**src/rtl/truth_table_sweeper.sv**
```systemverilog
// Exhaustive stimulus generator and checker: walks every N_INPUTS vector in binary or Gray
// order, holds each for HOLD_CYCLES, and compares dut_out against exp_out at the end of the hold.
module truth_table_sweeper #(
    parameter int unsigned N_INPUTS    = 5,
    parameter int unsigned N_OUTPUTS   = 1,
    parameter int unsigned HOLD_CYCLES = 10
) (
    input  logic                 clk,
    input  logic                 reset,
    input  logic                 start,
    input  logic                 mode_gray,
    output logic [N_INPUTS-1:0]  stim,
    input  logic [N_OUTPUTS-1:0] dut_out,
    input  logic [N_OUTPUTS-1:0] exp_out,
    output logic                 busy,
    output logic                 done,
    output logic [N_INPUTS:0]    mismatch_count,
    output logic                 fail_valid,
    output logic [N_INPUTS-1:0]  first_fail_vec
);

    localparam int unsigned HOLD_W = (HOLD_CYCLES > 1) ? $clog2(HOLD_CYCLES) : 1;
    localparam int unsigned CNT_W  = N_INPUTS + 1;

    localparam logic [HOLD_W-1:0]   HOLD_LAST = HOLD_W'(HOLD_CYCLES - 1);
    localparam logic [N_INPUTS-1:0] IDX_LAST  = {N_INPUTS{1'b1}};

    // LOAD is the one-cycle gap between accepting start and driving vector 0
    localparam logic [1:0] S_IDLE = 2'd0;
    localparam logic [1:0] S_LOAD = 2'd1;
    localparam logic [1:0] S_RUN  = 2'd2;
    localparam logic [1:0] S_DONE = 2'd3;

    logic [1:0]          state,      state_nxt;
    logic [N_INPUTS-1:0] idx,        idx_nxt;
    logic [HOLD_W-1:0]   hold,       hold_nxt;
    logic                gray_q,     gray_nxt;
    logic [N_INPUTS-1:0] stim_nxt;
    logic                busy_nxt;
    logic                done_nxt;
    logic [CNT_W-1:0]    count_nxt;
    logic                fail_valid_nxt;
    logic [N_INPUTS-1:0] first_fail_nxt;

    function automatic logic [N_INPUTS-1:0] to_vec(input logic [N_INPUTS-1:0] i, input logic g);
        return g ? (i ^ (i >> 1)) : i;
    endfunction

    // State and all registered outputs
    always_ff @(posedge clk) begin
        if (reset) begin
            state          <= S_IDLE;
            idx            <= '0;
            hold           <= '0;
            gray_q         <= 1'b0;
            stim           <= '0;
            busy           <= 1'b0;
            done           <= 1'b0;
            mismatch_count <= '0;
            fail_valid     <= 1'b0;
            first_fail_vec <= '0;
        end else begin
            state          <= state_nxt;
            idx            <= idx_nxt;
            hold           <= hold_nxt;
            gray_q         <= gray_nxt;
            stim           <= stim_nxt;
            busy           <= busy_nxt;
            done           <= done_nxt;
            mismatch_count <= count_nxt;
            fail_valid     <= fail_valid_nxt;
            first_fail_vec <= first_fail_nxt;
        end
    end

    // Next-state and next-output logic
    always_comb begin
        state_nxt      = state;
        idx_nxt        = idx;
        hold_nxt       = hold;
        gray_nxt       = gray_q;
        stim_nxt       = stim;
        busy_nxt       = 1'b0;
        done_nxt       = done;
        count_nxt      = mismatch_count;
        fail_valid_nxt = fail_valid;
        first_fail_nxt = first_fail_vec;

        case (state)
            S_IDLE, S_DONE: begin
                if (start) begin
                    state_nxt      = S_LOAD;
                    idx_nxt        = '0;
                    hold_nxt       = '0;
                    gray_nxt       = mode_gray;
                    done_nxt       = 1'b0;
                    count_nxt      = '0;
                    fail_valid_nxt = 1'b0;
                    first_fail_nxt = '0;
                end
            end
            S_LOAD: begin
                state_nxt = S_RUN;
                busy_nxt  = 1'b1;
                stim_nxt  = to_vec(idx, gray_q);
            end
            S_RUN: begin
                busy_nxt = 1'b1;
                if (hold == HOLD_LAST) begin
                    hold_nxt = '0;
                    if (dut_out != exp_out) begin
                        count_nxt = mismatch_count + 1'b1;
                        if (!fail_valid) begin
                            fail_valid_nxt = 1'b1;
                            first_fail_nxt = stim;
                        end
                    end
                    // Last vector has just been sampled; stim stays on it
                    if (idx == IDX_LAST) begin
                        state_nxt = S_DONE;
                        busy_nxt  = 1'b0;
                        done_nxt  = 1'b1;
                    end else begin
                        idx_nxt  = idx + 1'b1;
                        stim_nxt = to_vec(idx + 1'b1, gray_q);
                    end
                end else begin
                    hold_nxt = hold + 1'b1;
                end
            end
            default: begin
                state_nxt = S_IDLE;
            end
        endcase
    end

endmodule

```
**config.mk**
```make
export PLATFORM = sky130hd
export DESIGN_NAME = truth_table_sweeper
export DESIGN_NICKNAME = d
export VERILOG_FILES = /design/src/rtl/truth_table_sweeper.sv
export SDC_FILE = /design/constraint.sdc
export NUM_CORES = 1
export LEC_CHECK = 0
export CAP_MARGIN = 10
export CORE_MARGIN = 2
export CORE_UTILIZATION = 43
export DETAILED_ROUTE_END_ITERATION = 10
export MAX_ROUTING_LAYER = met4
export PLACE_DENSITY_LB_ADDON = 0.25
export SYNTH_ARGS = -nofsm -noshare
export SYNTH_HDL_FRONTEND = slang
export SYNTH_SLANG_ARGS = --single-unit
```
**constraint.sdc**
```tcl
create_clock -name clk -period 4.1 [get_ports clk]
set_input_delay 0.41 -clock clk [delete_from_list [all_inputs] [get_ports clk]]
set_output_delay 0.41 -clock clk [all_outputs]
set_load 0.02 [all_outputs]
```
==> impl_metrics.ini <==
[status]
run_status = complete, no violations

[timing]
clock_skew_ns = 0.002694
finalCritPeriodShare = 0.5446
setup-tns-final_ns = 0
finalHoldViolCount = 0
tightest_slew_ns = 0.7856
max_slew_margin = 0.4763
holdWs_ns = 0.4721
period_needed_ns = 2.233
max_clock_freq_ghz = 0.4479
rsz0062_at_grt = no
drv_slew = 0
setup_viol = 0

[routing]
antenna_left = 0
dr_total_vias = 1422
drc = 0
dr.pass1.iters = 4
avgViaCountPerCell = 5.665
drt-initial-drc-count = 57
drt_wl_total_um = 3735
wl_per_cell_um = 14.88

[critical_path]
r2r_start = state[0]
critPathTopFamily = compound AO/OA/AOI/OAI gates
r2r_end = first_fail_vec[2]
endpoint_kind = flip-flop
crit_chain = inv_1, ha_1, inv_1, o31ai_1, a21oi_1, a22o_1
crit_path_start_kind = flip-flop
cpMaxStageDelayCell = ha_1
path_class = reg -> reg
worstPathRequired_ns = 4.27
cp_max_fo = 22
crit_top_cell = inv_1
critical_path.max_stage_delay_ns = 0.66
critPathBufInv = 2
rr_worst_depth = 6
worstPathArrival_ns = 2.40
rrSetupSlack_ns = 1.87

[grt]
grtUsageTotal = 0.2037
grt_max_degree = 23
grt-ovfl-total = 0
grt_pass1_vias = 1340
grt_pass1_wl_um = 6548
antenna_found_initial = 0

[finish]
drive_gt1_frac = 0.09360
areaGrowthSynthToFinish_pct = 21.23
fin_nets = 218
diodes = 0

[clock_tree]
clk_pin_slew_worst_paths_ns = 0.06
post-cts-setup-buffers = 0
postCtsHoldBufs = 0
cts_max_path_buffers = 2
numCtsBuffers = 5
cts-resized-gates = 0
clock_latency_ns = 0.28
clockRootBuffer = clkbuf_8
cts_sinks = 31
cts_tree = done
h-tree-depth = 2

[power_and_ir_drop]
p_leak_nw = 0.7841
p_clk_frac = 0.231
switching_share = 0.3780
powerDensity_nw_per_um2 = 491.5
p_sw_uw = 374.2
p_comb_frac = 0.388
p_int_uw = 615.8
ir_worst_vdd_uv = 353.5
p_seq_frac = 0.380

[synthesis]
syn-num-nets = 193
ys_seq_area_frac = 0.3735
synthesis.area_per_instance_um2 = 9.388
yosysUniqueCellTypes = 50
syn-cell-area_um2 = 1662
synth_edf_count = 0
ys_warn_count = 0
synth_top_flop_cell = dfxtp_1
async_flop_share = 0
syn_inst = 177
ys_ff_latch = 31

[die]
die_h_um = 66.16
start_util = 0.4505
core_um2 = 3689
num_io_pins = 25
rows = 22
die_area_um2 = 4377
die_w_um = 66.16

[worst_hold_path]
min_from = stim[0]
worst_hold_path.endpoint = stim[0]
holdPathStages = 2
holdCritPathClass = reg -> reg

[place]
place.gp.congestion = 0.8200
dp_hpwl_um = 2735
numPortBuffers = 24

[flow_run]
maxCapViolCount = 0
-- worst max path at each step --
stage / start / to / slack, ns / cells after the start
floorplan: idx[0] / stim[3] / 2.22 / 7
global placement: reset / mismatch_count[0] / 1.84 / 4
detailed placement: reset / mismatch_count[0] / 1.77 / 4
CTS: state[0] / first_fail_vec[2] / 1.86 / 6
global route: state[0] / idx[3] / 1.53 / 6
finish: state[0] / first_fail_vec[2] / 1.87 / 6
-- placed cells by master (no fill, tap or decap), types with 2 or more instances in the layout --
master and instances:
a211oi_1 6, a21o_1 4, a21oi_1 9, a221o_1 2, a22o_1 8, a311oi_1 2
a31oi_1 2, and2_1 2, and3b_1 2, clkbuf_1 2, clkbuf_8 5, clkdlybuf4s50_1 24
dfxtp_1 31, ha_1 10, inv_1 8, nand2_1 14, nand2b_1 3, nand3_1 6
nor2_1 10, nor2b_1 3, nor3_1 5, nor4_1 3, o211ai_1 3, o21ai_0 6
or2_2 3, xnor2_1 3, xor2_1 4
-- synth_stat cells (2+ instances only) --
library cell / n / area, um2
dfxtp_1: 31 / 620.6
ha_1: 10 / 125.1
a21oi_1: 9 / 45.04
a221o_1: 2 / 20.02
and3b_1: 2 / 17.52
xnor2_1: 3 / 26.28
nor4_1: 3 / 18.77
buf_2: 2 / 10.01
xor2_1: 4 / 35.03
nor2b_1: 3 / 18.77
nand2b_1: 3 / 18.77
a211oi_1: 6 / 45.04
a22o_1: 8 / 70.07
clkbuf_1: 2 / 7.510
inv_1: 8 / 30.03
o211ai_1: 3 / 22.52
a311oi_1: 2 / 17.52
nor3_1: 5 / 25.02
nand3_1: 6 / 30.03
a21o_1: 4 / 30.03
or2_2: 3 / 18.77
nand2_1: 14 / 52.55
and2_1: 2 / 12.51
nor2_1: 10 / 37.54
o21ai_0: 6 / 30.03
a31oi_1: 2 / 12.51
-- worst reg2reg max path: stages (launching register included) --
cell	delay (ns)
dfxtp_1	0.34
inv_1	0.06
ha_1	0.66
inv_1	0.31
o31ai_1	0.32
a21oi_1	0.19
a22o_1	0.25
-- final cells by class --
| type | instances | area (um2) |
|---|---|---|
| flip-flops and latches | 31 | 620.6 |
| clock buffers | 7 | 76.32 |
| well taps | 48 | 60.06 |
| multi-input cells | 132 | 982.2 |
| inverters | 8 | 30.03 |
| clock inverters | 1 | 5.005 |
| repair buffers | 24 | 240.2 |
| fillers | 351 | 1674 |
-- state kept, by name (all words and copies together) (netlist names) --
name            count
fail_valid          1
mismatch_count      6
stim                5
first_fail_vec      5
idx                 5
hold                4
busy                1
done                1
state               2
gray_q              1
-- routing by layer --
metal	vias to the layer above	routed length (um)	track usage
met5	-	0	-
met4	0	71	0.08929
met3	6	165	0.05963
met2	36	1771	0.3100
met1	669	1727	0.2503
li1	711	-	-
-- power by group through the flow --
stage | sequential [mW] | clock [mW] | combinational, mW
CTS | 0.376 | 0.234 | 0.385
finish | 0.377 | 0.229 | 0.384
detailed placement | 0.383 | 0 | 0.382
global placement | 0.379 | 0 | 0.371
floorplan | 0.386 | 0 | 0.286
global route | 0.383 | 0.247 | 0.428
-- kinds of logic (layout without fill, tap and decap cells) --
family / Yosys count / after routing / share of synthesized area
and+or+nand+nor: 57 / 57 / 0.1860
muxes: 4 / 4 / 0.03539
xor gates and xnor gates: 8 / 8 / 0.04669
adders and majority gates: 10 / 10 / 0.07530
DFF: 31 / 31 / 0.3735
buffers and inverters: 14 / 40 / 0.03539
AOI/OAI and AO/OA: 53 / 53 / 0.2477
-- metrics by stage --
| step | setup slack, ns | util | power, mW | cells | area, um2 |
|---|---|---|---|---|---|
| floorplan | 2.224 | - | 0.6726 | 177 | 1662 |
| global placement | 1.839 | 0.5241 | 0.7496 | 243 | 1933 |
| detailed placement | 1.772 | 0.5241 | 0.7649 | 243 | 1933 |
| CTS | 1.858 | 0.5461 | 0.9954 | 251 | 2014 |
| global route | 1.534 | 0.5461 | 1.058 | 251 | 2014 |
| finish | 1.867 | 0.5461 | 0.9900 | 251 | 2014 |
No activity file was read; power rests on OpenSTA's default activity.
